--- src/rtl/servo_pwm_bank_pkg.sv ---
// Shared servo constants and helpers used by the regfile taps and the PWM bank.
package servo_pwm_bank_pkg;

    localparam int unsigned N_SERVO         = 6;
    localparam int unsigned SERVO_POS_W     = 7;
    localparam int unsigned DEF_STEP_CYCLES = 390;
    localparam int unsigned DEF_BASE_STEPS  = 128;
    localparam int unsigned DEF_FRAME_STEPS = 2560;
    localparam int unsigned DEF_POS_MAX     = 127;

    function automatic logic [SERVO_POS_W-1:0] clamp_pos(
        input logic [SERVO_POS_W-1:0] pos,
        input int unsigned            pos_max
    );
        if (32'(pos) > pos_max) begin
            return pos_max[SERVO_POS_W-1:0];
        end
        return pos;
    endfunction

endpackage

--- src/rtl/servo_pwm_bank_channel.sv ---
// One servo channel: clamps the position, holds it in a per-frame shadow, drives a registered pulse.
module servo_pwm_channel
    import servo_pwm_bank_pkg::*;
#(
    parameter int unsigned BASE_STEPS = DEF_BASE_STEPS,
    parameter int unsigned POS_MAX    = DEF_POS_MAX,
    parameter int unsigned STEP_W     = 12
) (
    input  logic                   clock,
    input  logic                   ctrl_reset,
    input  logic                   load,
    input  logic                   run,
    input  logic [STEP_W-1:0]      step_cnt,
    input  logic [SERVO_POS_W-1:0] pos_in,
    output logic                   pwm
);

    logic [SERVO_POS_W-1:0] shadow_q, shadow_d;
    logic [STEP_W-1:0]      limit;
    logic                   pwm_q, pwm_d;

    // The boundary cycle compares against the value being loaded, so the pulse starts with it.
    always_comb begin
        shadow_d = load ? clamp_pos(pos_in, POS_MAX) : shadow_q;
        limit    = STEP_W'(BASE_STEPS) + STEP_W'(shadow_d);
        pwm_d    = run && (step_cnt < limit);
    end

    always_ff @(posedge clock) begin
        if (ctrl_reset) begin
            shadow_q <= '0;
            pwm_q    <= 1'b0;
        end else begin
            shadow_q <= shadow_d;
            pwm_q    <= pwm_d;
        end
    end

    assign pwm = pwm_q;

endmodule

--- src/rtl/servo_pwm_bank.sv ---
// Six-channel hobby-servo PWM generator with shared prescaler/step counter and frame strobe.
module servo_pwm_bank
    import servo_pwm_bank_pkg::*;
#(
    parameter int unsigned STEP_CYCLES = DEF_STEP_CYCLES,
    parameter int unsigned BASE_STEPS  = DEF_BASE_STEPS,
    parameter int unsigned FRAME_STEPS = DEF_FRAME_STEPS,
    parameter int unsigned POS_MAX     = DEF_POS_MAX
) (
    input  logic                   clock,
    input  logic                   ctrl_reset,
    input  logic                   enable,
    input  logic [SERVO_POS_W-1:0] servo0,
    input  logic [SERVO_POS_W-1:0] servo1,
    input  logic [SERVO_POS_W-1:0] servo2,
    input  logic [SERVO_POS_W-1:0] servo3,
    input  logic [SERVO_POS_W-1:0] servo4,
    input  logic [SERVO_POS_W-1:0] servo5,
    output logic [N_SERVO-1:0]     pwm_out,
    output logic                   frame_start
);

    localparam int unsigned PRE_W  = $clog2(STEP_CYCLES);
    localparam int unsigned STEP_W = $clog2(FRAME_STEPS);

    if ((BASE_STEPS + POS_MAX >= FRAME_STEPS) || (STEP_CYCLES < 2) ||
        (POS_MAX > (2 ** SERVO_POS_W) - 1)) begin : g_bad_params
        $fatal(1, "servo_pwm_bank: invalid timing parameters");
    end

    logic [PRE_W-1:0]       pre_q, pre_d;
    logic [STEP_W-1:0]      step_q, step_d;
    logic                   fs_q, fs_d;
    logic                   boundary;
    logic                   pre_wrap;
    logic [SERVO_POS_W-1:0] pos [N_SERVO];

    assign pos[0] = servo0;
    assign pos[1] = servo1;
    assign pos[2] = servo2;
    assign pos[3] = servo3;
    assign pos[4] = servo4;
    assign pos[5] = servo5;

    // Counters sit at zero while disabled, so the first enabled cycle is always a boundary.
    always_comb begin
        boundary = enable && (pre_q == '0) && (step_q == '0);
        pre_wrap = (pre_q == PRE_W'(STEP_CYCLES - 1));
        pre_d    = '0;
        step_d   = '0;
        if (enable) begin
            pre_d  = pre_wrap ? '0 : pre_q + PRE_W'(1);
            step_d = step_q;
            if (pre_wrap) begin
                step_d = (step_q == STEP_W'(FRAME_STEPS - 1)) ? '0 : step_q + STEP_W'(1);
            end
        end
        fs_d = boundary;
    end

    always_ff @(posedge clock) begin
        if (ctrl_reset) begin
            pre_q  <= '0;
            step_q <= '0;
            fs_q   <= 1'b0;
        end else begin
            pre_q  <= pre_d;
            step_q <= step_d;
            fs_q   <= fs_d;
        end
    end

    assign frame_start = fs_q;

    for (genvar i = 0; i < N_SERVO; i++) begin : g_ch
        servo_pwm_channel #(
            .BASE_STEPS (BASE_STEPS),
            .POS_MAX    (POS_MAX),
            .STEP_W     (STEP_W)
        ) u_channel (
            .clock      (clock),
            .ctrl_reset (ctrl_reset),
            .load       (boundary),
            .run        (enable),
            .step_cnt   (step_q),
            .pos_in     (pos[i]),
            .pwm        (pwm_out[i])
        );
    end

endmodule

--- config.mk ---
export PLATFORM = sky130hd
export DESIGN_NAME = servo_pwm_bank
export DESIGN_NICKNAME = d
export VERILOG_FILES = /design/src/rtl/servo_pwm_bank_pkg.sv /design/src/rtl/servo_pwm_bank_channel.sv /design/src/rtl/servo_pwm_bank.sv
export SDC_FILE = /design/constraint.sdc
export NUM_CORES = 1
export LEC_CHECK = 0
export ABC_CLOCK_PERIOD_IN_PS = 7900
export CELL_PAD_IN_SITES_DETAIL_PLACEMENT = 0
export CELL_PAD_IN_SITES_GLOBAL_PLACEMENT = 1
export CORE_AREA = 2 2 100 102
export CTS_CLUSTER_DIAMETER = 40
export DETAILED_ROUTE_END_ITERATION = 7
export DIE_AREA = 0 0 102 104
export PLACE_DENSITY_LB_ADDON = 0.1
export SLEW_MARGIN = 20
export SYNTH_ARGS = -nofsm -noshare
export SYNTH_HDL_FRONTEND = slang
export SYNTH_SLANG_ARGS = --single-unit
--- constraint.sdc ---
create_clock -name clock -period 7.9 [get_ports clock]
set_input_delay 1.58 -clock clock [delete_from_list [all_inputs] [get_ports clock]]
set_output_delay 1.58 -clock clock [all_outputs]
set_load 0.01 [all_outputs]
==> results.toml, run 1 <==
[grt]
grt_max_degree = 88
grt_overflow = 0
grt_pass1_vias = 3333
grt_pass1_wl_um = 16000
antenna_found_initial = 0
globalRouteTotalUtil = 0.191

[clocking]
cts_sinks = 70
cts-hold-fix-buffers = 0
htreeDepth = 3
cts_buffers = 9
cts_max_path_buffers = 2
cts_tree = "done"
cts-root-buf = "clkbuf_8"
cts-resized-gates = 0
clock_latency_ps = 350
post-cts-setup-buffers = 0
clk_pin_slew_worst_paths_ps = 90

[cells_and_area]
fill_cells = 895
area_growth_pct = 17.7
nets = 588
ff_latch_area_um2 = 1400
drive_gt1_frac = 0.0414
multi_input_area_um2 = 2770
antennaDiodeCount = 0

[synth]
synth-compound-area-share = 0.0830
synth_xor_area_frac = 0.0282
synth_async_sr_flop_share = 0
synth-seq-area-share = 0.322
synth_mux_area_frac = 0.184
synth_top_family_by_area = "simple AND/OR/NAND/NOR gates"
syn_inst = 466
synth_area_um2 = 4360
ys_types = 36
syn-num-nets = 552
ys_warn_count = 0
synth-simple-area-share = 0.222
ys_ff_latch = 70
synth_fa_ha_area_frac = 0.118
ys.flop_type = "dfxtp_1"
postSynthAreaPerCell_um2 = 9.35
synth_edf_count = 0

[timing]
fin_crit_ps = 4940
setup_violations = 0
final.period_utilization = 0.625
tns_ps = 0
worst_slew_pin_slew_ps = 970
maxSlewViolCount = 0
finalHoldViolCount = 0
rsz0062_at_grt = "false"
finClkSkew_ps = 14.5
timing.fmax_ghz = 0.202
relSlewSlack = 0.352

[worst_setup_path]
cp.required_ps = 8180
reg2reg_depth = 10
start_kind = "input port"
crit_type = "input port to flop"
cp.arrival_ps = 5220
path_max_fanout = 41
critPathCaptureType = "flop"

[power]
power.density_nw_per_um2 = 165
combPwrFrac = 0.159
p_switching_w = 0.000215
p_leak_nw = 2.03
intPower_w = 0.000630
switching_share = 0.254
max-vdd-ir-drop_v = 0.000104
power_w = 0.000845
p_seq_frac = 0.448
clkPwrFrac = 0.392

[floorplan]
die_h_um = 104
row_count = 36
die_w_um = 102
initial_core_util = 0.456
coreArea_um2 = 9550
die_area_um2 = 10600
io_pins = 52

[drt]
wl_um = 9570
vias = 3394
drc = 0
drtIter0Drc = 98
via_per_inst = 5.30
first_pass_iters = 4
wl_per_cell_um = 15.0
ant_nets = 0

[worst_hold_path]
hold_depth = 2
min_path_type = "flop to flop"

[placed_design]
dpl.hpwl_um = 6560
gp_congestion = 0.790
portBuffers = 51

[run]
cap_violations = 0

[status]
outcome = "finished, final reports clean"
[kinds of logic after synthesis]
logic type | Yosys count
buffers and inverters | 35
and+or+nand+nor | 167
AOI/OAI and AO/OA | 59
adders and majority gates | 41
DFF | 70
xor gates and xnor gates | 14
muxes | 80
[power by group through the flow]
stage | registers, W | clock network [W] | logic, W
2_1_floorplan | 0.000385 | 0 | 0.0000919
3_3_place_gp | 0.000387 | 0 | 0.000132
3_5_place_dp | 0.000387 | 0 | 0.000136
4_1_cts | 0.000379 | 0.000339 | 0.000137
5_1_grt | 0.000381 | 0.000352 | 0.000150
6_report | 0.000379 | 0.000332 | 0.000135
[cells in the mapped netlist (3+ instances only)]
master    instances  share of area
buf_6             3         0.0078
buf_4             7          0.012
nand2_1           5         0.0043
o21ai_0          22          0.025
a21oi_1          10          0.011
nor2_1           23          0.020
buf_2             5         0.0057
dfxtp_1          70           0.32
inv_1             6         0.0052
nand2b_1         85           0.12
ha_1             41           0.12
nor3b_1           6          0.010
or4_1             3         0.0052
a211o_1           6          0.012
nor4_1            4         0.0057
clkbuf_1         13          0.011
o22ai_1           5         0.0072
nor3_1           10          0.011
xor2_1            8          0.016
or3_1             4         0.0057
xnor2_1           6          0.012
nand3_1          14          0.016
mux2i_1          80           0.18
a211oi_1          6          0.010
o21a_1            6          0.010
nand4_1           5         0.0072
[area by class of cell]
cell class,instances,area share
flip-flops and latches,70,0.273
well taps,133,0.0325
clock buffers,11,0.0276
clock inverters,5,0.0161
inverters,6,0.00439
multi-input cells,361,0.541
repair buffers,54,0.105
[stage by stage]
step                worst slack [ps]  utilization  hold slack, ps  std cells  area (um^2)
detailed placement              2660        0.513             463        624         4900
CTS                             2970        0.537             478        640         5130
floorplan                       4340            -             444        466         4360
global route                    2690        0.537             492        640         5130
global placement                2730        0.513             457        624         4900
finish                          2960        0.537             475        640         5130
[sequential cells by signal (all words and copies together) (netlist names)]
signal	cells
frame_start	1
g_ch.u_channel.pwm	6
g_ch.u_channel.shadow_q	42
pre_q	9
step_q	12
[per-layer routing]
layer,track usage,wire length [um]
met4,0.0610,114
met3,0.0329,293
met1,0.253,4540
met5,0,0
met2,0.312,4620
[critical path: stages]
cell and delay [ps]:
clkdlybuf4s50_1 520, nand4_1 500, nor2_4 950, buf_12 350, mux2i_1 240, ha_1 260
a211o_1 310, nor3b_1 180, o21ai_0 110, a21oi_1 170
[final timing paths]
path	startpoint	to	slack [ps]
min reg2reg	g_ch[0].u_channel.shadow_q[6]	g_ch[0].u_channel.shadow_q[6]	480
max reg2reg	step_q[2]	g_ch[3].u_channel.pwm	3650
max	enable	g_ch[3].u_channel.pwm	2960
min	g_ch[0].u_channel.shadow_q[6]	g_ch[0].u_channel.shadow_q[6]	480
[placed cells by master (no fill, tap or decap), types with 2 or more instances in the layout]
master / netlist / routed
and4_1: 2 / 2
xnor2_1: 6 / 6
buf_4: 7 / 2
and3_1: 2 / 2
xor2_1: 8 / 8
o21ai_1: 2 / 2
or3_1: 4 / 4
inv_1: 6 / 6
ha_1: 41 / 41
or4_1: 3 / 3
a211o_1: 6 / 6
clkdlybuf4s50_1: 0 / 50
a21oi_1: 10 / 10
clkinvlp_4: 0 / 3
mux2i_1: 80 / 80
nor2_1: 23 / 23
bufinv_16: 0 / 2
dfxtp_1: 70 / 70
nor3_1: 10 / 10
nand2b_1: 85 / 85
o21ai_0: 22 / 22
nand4_1: 5 / 5
a211oi_1: 6 / 6
o22ai_1: 5 / 5
nor4_1: 4 / 4
nand3_1: 14 / 14
clkbuf_8: 0 / 10
nand2_1: 5 / 5
nor3b_1: 6 / 6
o21a_1: 6 / 6
Power figures use the tool's default switching activity.
==> run 2: changes to the inputs <==
--- a/config.mk
+++ b/config.mk
@@ -5,13 +5,13 @@
 export SDC_FILE = /design/constraint.sdc
 export NUM_CORES = 1
 export LEC_CHECK = 0
-export ABC_CLOCK_PERIOD_IN_PS = 7900
+export ABC_CLOCK_PERIOD_IN_PS = 4200
 export CELL_PAD_IN_SITES_DETAIL_PLACEMENT = 0
 export CELL_PAD_IN_SITES_GLOBAL_PLACEMENT = 1
-export CORE_AREA = 2 2 100 102
+export CORE_AREA = 2 2 109 111
 export CTS_CLUSTER_DIAMETER = 40
 export DETAILED_ROUTE_END_ITERATION = 7
-export DIE_AREA = 0 0 102 104
+export DIE_AREA = 0 0 111 113
 export PLACE_DENSITY_LB_ADDON = 0.1
 export SLEW_MARGIN = 20
 export SYNTH_ARGS = -nofsm -noshare
==> constraint.sdc (replaced) <==
create_clock -name clock -period 4.2 [get_ports clock]
set_input_delay 0.84 -clock clock [delete_from_list [all_inputs] [get_ports clock]]
set_output_delay 0.84 -clock clock [all_outputs]
set_load 0.01 [all_outputs]
==> run 2 against run 1 <==
Effect of this change: critical path depth did not move; total power increased by 95%; count of clock-buffer cells in the layout is 2 higher; utilization shrank 7.5 points; cell area grew 1.6%; worst hold slack worse by 5.6 ps; setup slack worse by 2100 ps; largest power group unchanged.
==> results.toml, run 2 (synthesis results as in run 1) <==
[status]
outcome = "finished, final reports clean"

[floorplan]
row_count = 39
die_w_um = 111
initial_core_util = 0.386
die_area_um2 = 12500
die_h_um = 113
io_pins = 52
coreArea_um2 = 11300

[cells_and_area]
final_cell_mix = "85 x nand2b_1, 80 x mux2i_1, 70 x dfxtp_1"
nets = 594
ff_latch_area_um2 = 1400
final_common_cell = "nand2b_1"
fill_cells = 1112
area_growth_pct = 19.6
top_regs = "g_ch.u_channel.shadow_q x42, step_q x12, pre_q x9"
largest_register_ffs = 42
antennaDiodeCount = 0
top_register = "g_ch.u_channel.shadow_q"
multi_input_area_um2 = 2770
drive_gt1_frac = 0.0449

[placed_design]
dpl.hpwl_um = 7300
portBuffers = 51
gp_congestion = 0.764

[clocking]
cts-hold-fix-buffers = 0
cts_max_path_buffers = 2
post-cts-setup-buffers = 0
cts_buffers = 9
cts-resized-gates = 0
cts_sinks = 70
cts_tree = "done"
htreeDepth = 3
clk_pin_slew_worst_paths_ps = 50
cts-root-buf = "clkbuf_16"
clock_latency_ps = 330

[worst_setup_path]
critPathCaptureType = "flop"
start_kind = "flop"
cp.arrival_ps = 3630
crit_type = "flop to flop"
path_max_fanout = 22
cp.required_ps = 4460

[drt]
wl_um = 10400
vias = 3344
ant_nets = 0
wl_per_cell_um = 15.8
first_pass_iters = 4
drtIter0Drc = 195
drc = 0
via_per_inst = 5.11

[grt]
grt_pass1_wl_um = 17000
grt_overflow = 0
antenna_found_initial = 0
grt_pass1_vias = 3301
grt_max_degree = 74
globalRouteTotalUtil = 0.172

[timing]
setup_violations = 0
finClkSkew_ps = 6.89
hold_ws_ps = 470
final.period_utilization = 0.802
relSlewSlack = 0.530
maxSlewViolCount = 0
tns_ps = 0
worst_slew_pin_slew_ps = 699
timing.fmax_ghz = 0.297
fin_crit_ps = 3370
rsz0062_at_grt = "false"
finalHoldViolCount = 0

[power]
p_leak_nw = 2.08
power.density_nw_per_um2 = 316
max-vdd-ir-drop_v = 0.000197

[run]
cap_violations = 0

[worst_hold_path]
min_path_type = "flop to flop"
[run 2: cell types whose count changed in the layout (fill, tap and decap cells not counted), sizes merged]
cell      previous run  this run
clkinv               0         2
bufinv               2         0
clkinvlp             3         0
buf                  4        10
clkbuf              11        13
[run 2: per-layer routing]
metal	global-route usage	vias up	share of wire	wire length (um)
met4	0.0525	0	0.015	153
met1	0.222	1554	0.48	5020
met2	0.286	44	0.47	4840
met3	0.0407	11	0.032	334
li1	-	1735	-	-
met5	0	-	0	0
[run 2: final timing paths]
kind	startpoint	endpoint	slack (ps)	cells past startpoint
hold reg to reg	g_ch[1].u_channel.shadow_q[4]	g_ch[1].u_channel.shadow_q[4]	470	2
hold / removal	g_ch[1].u_channel.shadow_q[4]	g_ch[1].u_channel.shadow_q[4]	470	2
setup reg to reg	pre_q[6]	g_ch[0].u_channel.pwm	830	10
setup / recovery	pre_q[6]	g_ch[0].u_channel.pwm	830	10
[run 2: area by class of cell]
cell class              instances  area share
well taps                     143      0.0343
clock inverters                 2     0.00192
clock buffers                  13      0.0461
flip-flops and latches         70       0.269
multi-input cells             361       0.532
repair buffers                 60       0.112
inverters                       6     0.00432
[run 2: report_power, final]
group	switching [W]	total, W	leakage [nW]	internal (W)
Combinational	0.000118	0.000260	1.39	0.000142
Sequential	0.0000177	0.000715	0.573	0.000698
Clock	0.000276	0.000671	0.123	0.000395
[run 2: through the flow]
stage	setup WS (ps)	utilization	total power [W]	cell area, um^2	instances
after floorplan	1010	-	0.000896	4360	466
after global placement	784	0.440	0.000986	4960	640
after detailed placement	713	0.440	0.000993	4960	640
after CTS	774	0.462	0.00167	5210	655
after global routing	593	0.462	0.00173	5210	655
final	830	0.462	0.00165	5210	655
[run 2: worst max-delay path, stage by stage (launching register included)]
cell and delay [ps]:
dfxtp_1 340, or4_4 630, or3_1 520, nor2_4 310, buf_4 400, mux2i_1 130
ha_1 220, a211o_1 270, nor3b_1 170, o21ai_0 100, a21oi_1 170
==> run 3: changes to the inputs <==
--- a/config.mk
+++ b/config.mk
@@ -5,7 +5,7 @@
 export SDC_FILE = /design/constraint.sdc
 export NUM_CORES = 1
 export LEC_CHECK = 0
-export ABC_CLOCK_PERIOD_IN_PS = 4200
+export ABC_CLOCK_PERIOD_IN_PS = 2900
 export CELL_PAD_IN_SITES_DETAIL_PLACEMENT = 0
 export CELL_PAD_IN_SITES_GLOBAL_PLACEMENT = 1
 export CORE_AREA = 2 2 109 111
==> constraint.sdc (replaced) <==
create_clock -name clock -period 2.9 [get_ports clock]
set_input_delay 0.58 -clock clock [delete_from_list [all_inputs] [get_ports clock]]
set_output_delay 0.58 -clock clock [all_outputs]
set_load 0.01 [all_outputs]
==> run 3 against run 2 <==
Effect of this change: critical path depth grew 1; count of clock-buffer cells in the layout did not move; setup slack worse by 820 ps; final cell count is 7.2% higher; routed wire length grew 4.3%; global-route usage is 0.93 points higher; utilization rose by 4.6 points; highest routed layer unchanged.
==> results.toml, run 3 (synthesis results as in run 1) <==
[status]
outcome = "finished, final reports clean"

[cells_and_area]
top_register = "g_ch.u_channel.shadow_q"
area_growth_pct = 31.5
final_common_cell = "nand2b_1"
drive_gt1_frac = 0.147
nets = 640
fill_cells = 1035
largest_register_ffs = 42
final_cell_mix = "85 x nand2b_1, 79 x mux2i_1, 67 x dfxtp_1"
antennaDiodeCount = 0
top_regs = "g_ch.u_channel.shadow_q x42, step_q x12, pre_q x9"
fin_util = 0.508

[worst_setup_path]
cp.arrival_ps = 3160
crit_chain = "or4_4, or3_4, nor2_4, buf_12, buf_8, mux2i_1, ha_1, a211o_1, o22ai_1, nor3_1, a21oi_1"
start_kind = "flop"
critPathCaptureType = "flop"
cpMaxStageDelayCell = "or4_4"
max_stage_delay_ps = 510
path_max_fanout = 7
cp.required_ps = 3170
cpLargestDelayFamily = "simple AND/OR/NAND/NOR gates"
crit_type = "flop to flop"
critPathBufInv = 2

[clocking]
cts-hold-fix-buffers = 0
cts_buffers = 9
cts_sinks = 70
htreeDepth = 3
cts-root-buf = "clkbuf_16"
clk_pin_slew_worst_paths_ps = 50
cts_max_path_buffers = 2
clock_latency_ps = 340
cts_tree = "done"

[drt]
drtIter0Drc = 128
drc = 0
wl_um = 10800
ant_nets = 0
via_per_inst = 5.11
wl_per_cell_um = 15.4
first_pass_iters = 4
vias = 3588

[worst_hold_path]
min_path_type = "flop to flop"

[timing]
hold_ws_ps = 469
rsz0062_at_grt = "true"
timing.fmax_ghz = 0.346
finalHoldViolCount = 0
worst_slew_pin_slew_ps = 624
finClkSkew_ps = 5.43
fin_crit_ps = 2890
final.period_utilization = 0.996
setup_violations = 0
relSlewSlack = 0.581
maxSlewViolCount = 0

[floorplan]
die_area_um2 = 12500
io_pins = 52
coreArea_um2 = 11300
row_count = 39
die_h_um = 113
initial_core_util = 0.386
die_w_um = 111

[power]
power.density_nw_per_um2 = 473
p_leak_nw = 2.38
max-vdd-ir-drop_v = 0.000329
power_w = 0.00271

[grt]
grt_max_degree = 84
grt_pass1_wl_um = 18100
grt_overflow = 0
globalRouteTotalUtil = 0.181
antenna_found_initial = 0
grt_pass1_vias = 3638

[placed_design]
portBuffers = 51
dpl.hpwl_um = 7560
gp_congestion = 0.784

[run]
cap_violations = 0
[run 3: cell types whose count changed in the layout (fill, tap and decap cells not counted), moves of 3 or more]
cell      before  now
o21ai_0       22   16
clkbuf_8       0    3
o21ai_1        2    8
clkbuf_1       4    1
buf_4          8   48
buf_12         1    4
dfxtp_1       70   67
[run 3: timing repair]
item,in CTS,in global routing
pin swaps,0,9
setup buffers,0,8
endpoints found under the setup margin,3,6
gates resized for setup,1,15
[run 3: worst register-to-register path: stages (launching register included)]
cell     delay [ps]
dfxtp_2         320
or4_4           510
or3_4           420
nor2_4          170
buf_12          160
buf_8           110
mux2i_1         200
ha_1            260
a211o_1         320
o22ai_1         160
nor3_1           60
a21oi_1         140
[run 3: area by class of cell]
| type | instances | area, um^2 | area share |
|---|---|---|---|
| clock inverters | 3 | 65.1 | 0.0114 |
| well taps | 143 | 179 | 0.0312 |
| clock buffers | 13 | 270 | 0.0472 |
| repair buffers | 106 | 983 | 0.172 |
| flip-flops and latches | 70 | 1410 | 0.246 |
| multi-input cells | 361 | 2800 | 0.489 |
| inverters | 6 | 22.5 | 0.00393 |
[run 3: worst paths after layout]
path                                                     from                            end  slack (ps)  cells after the start
worst min register to register  g_ch[5].u_channel.shadow_q[5]  g_ch[5].u_channel.shadow_q[5]         470                      2
worst max-delay path                                 pre_q[2]          g_ch[0].u_channel.pwm          10                     11
worst max register to register                       pre_q[2]          g_ch[0].u_channel.pwm          10                     11
worst min-delay path            g_ch[5].u_channel.shadow_q[5]  g_ch[5].u_channel.shadow_q[5]         470                      2
[run 3: power by group]
group | internal [W] | switching (W)
logic | 0.000255 | 0.000185
clock network | 0.000822 | 0.000414
registers | 0.00101 | 0.0000227
total | 0.00209 | 0.000622
[run 3: layer usage]
metal  GRT usage  vias up  share of wire
li1            -     1831              -
met1       0.236     1686           0.49
met2       0.299       53           0.46
met3      0.0337       18          0.031
met4      0.0708        0          0.020
met5           0        -              0
[run 3: metrics by stage]
step	setup TNS (ps)	area, um^2	instances	setup slack, ps
finish	0	5730	702	11.0
global route	-345	5730	702	-100
CTS	0	5630	694	21.9
detailed placement	-122	5290	678	-48.8
global placement	0	5290	678	16.3
floorplan	-160	4390	466	-55.1
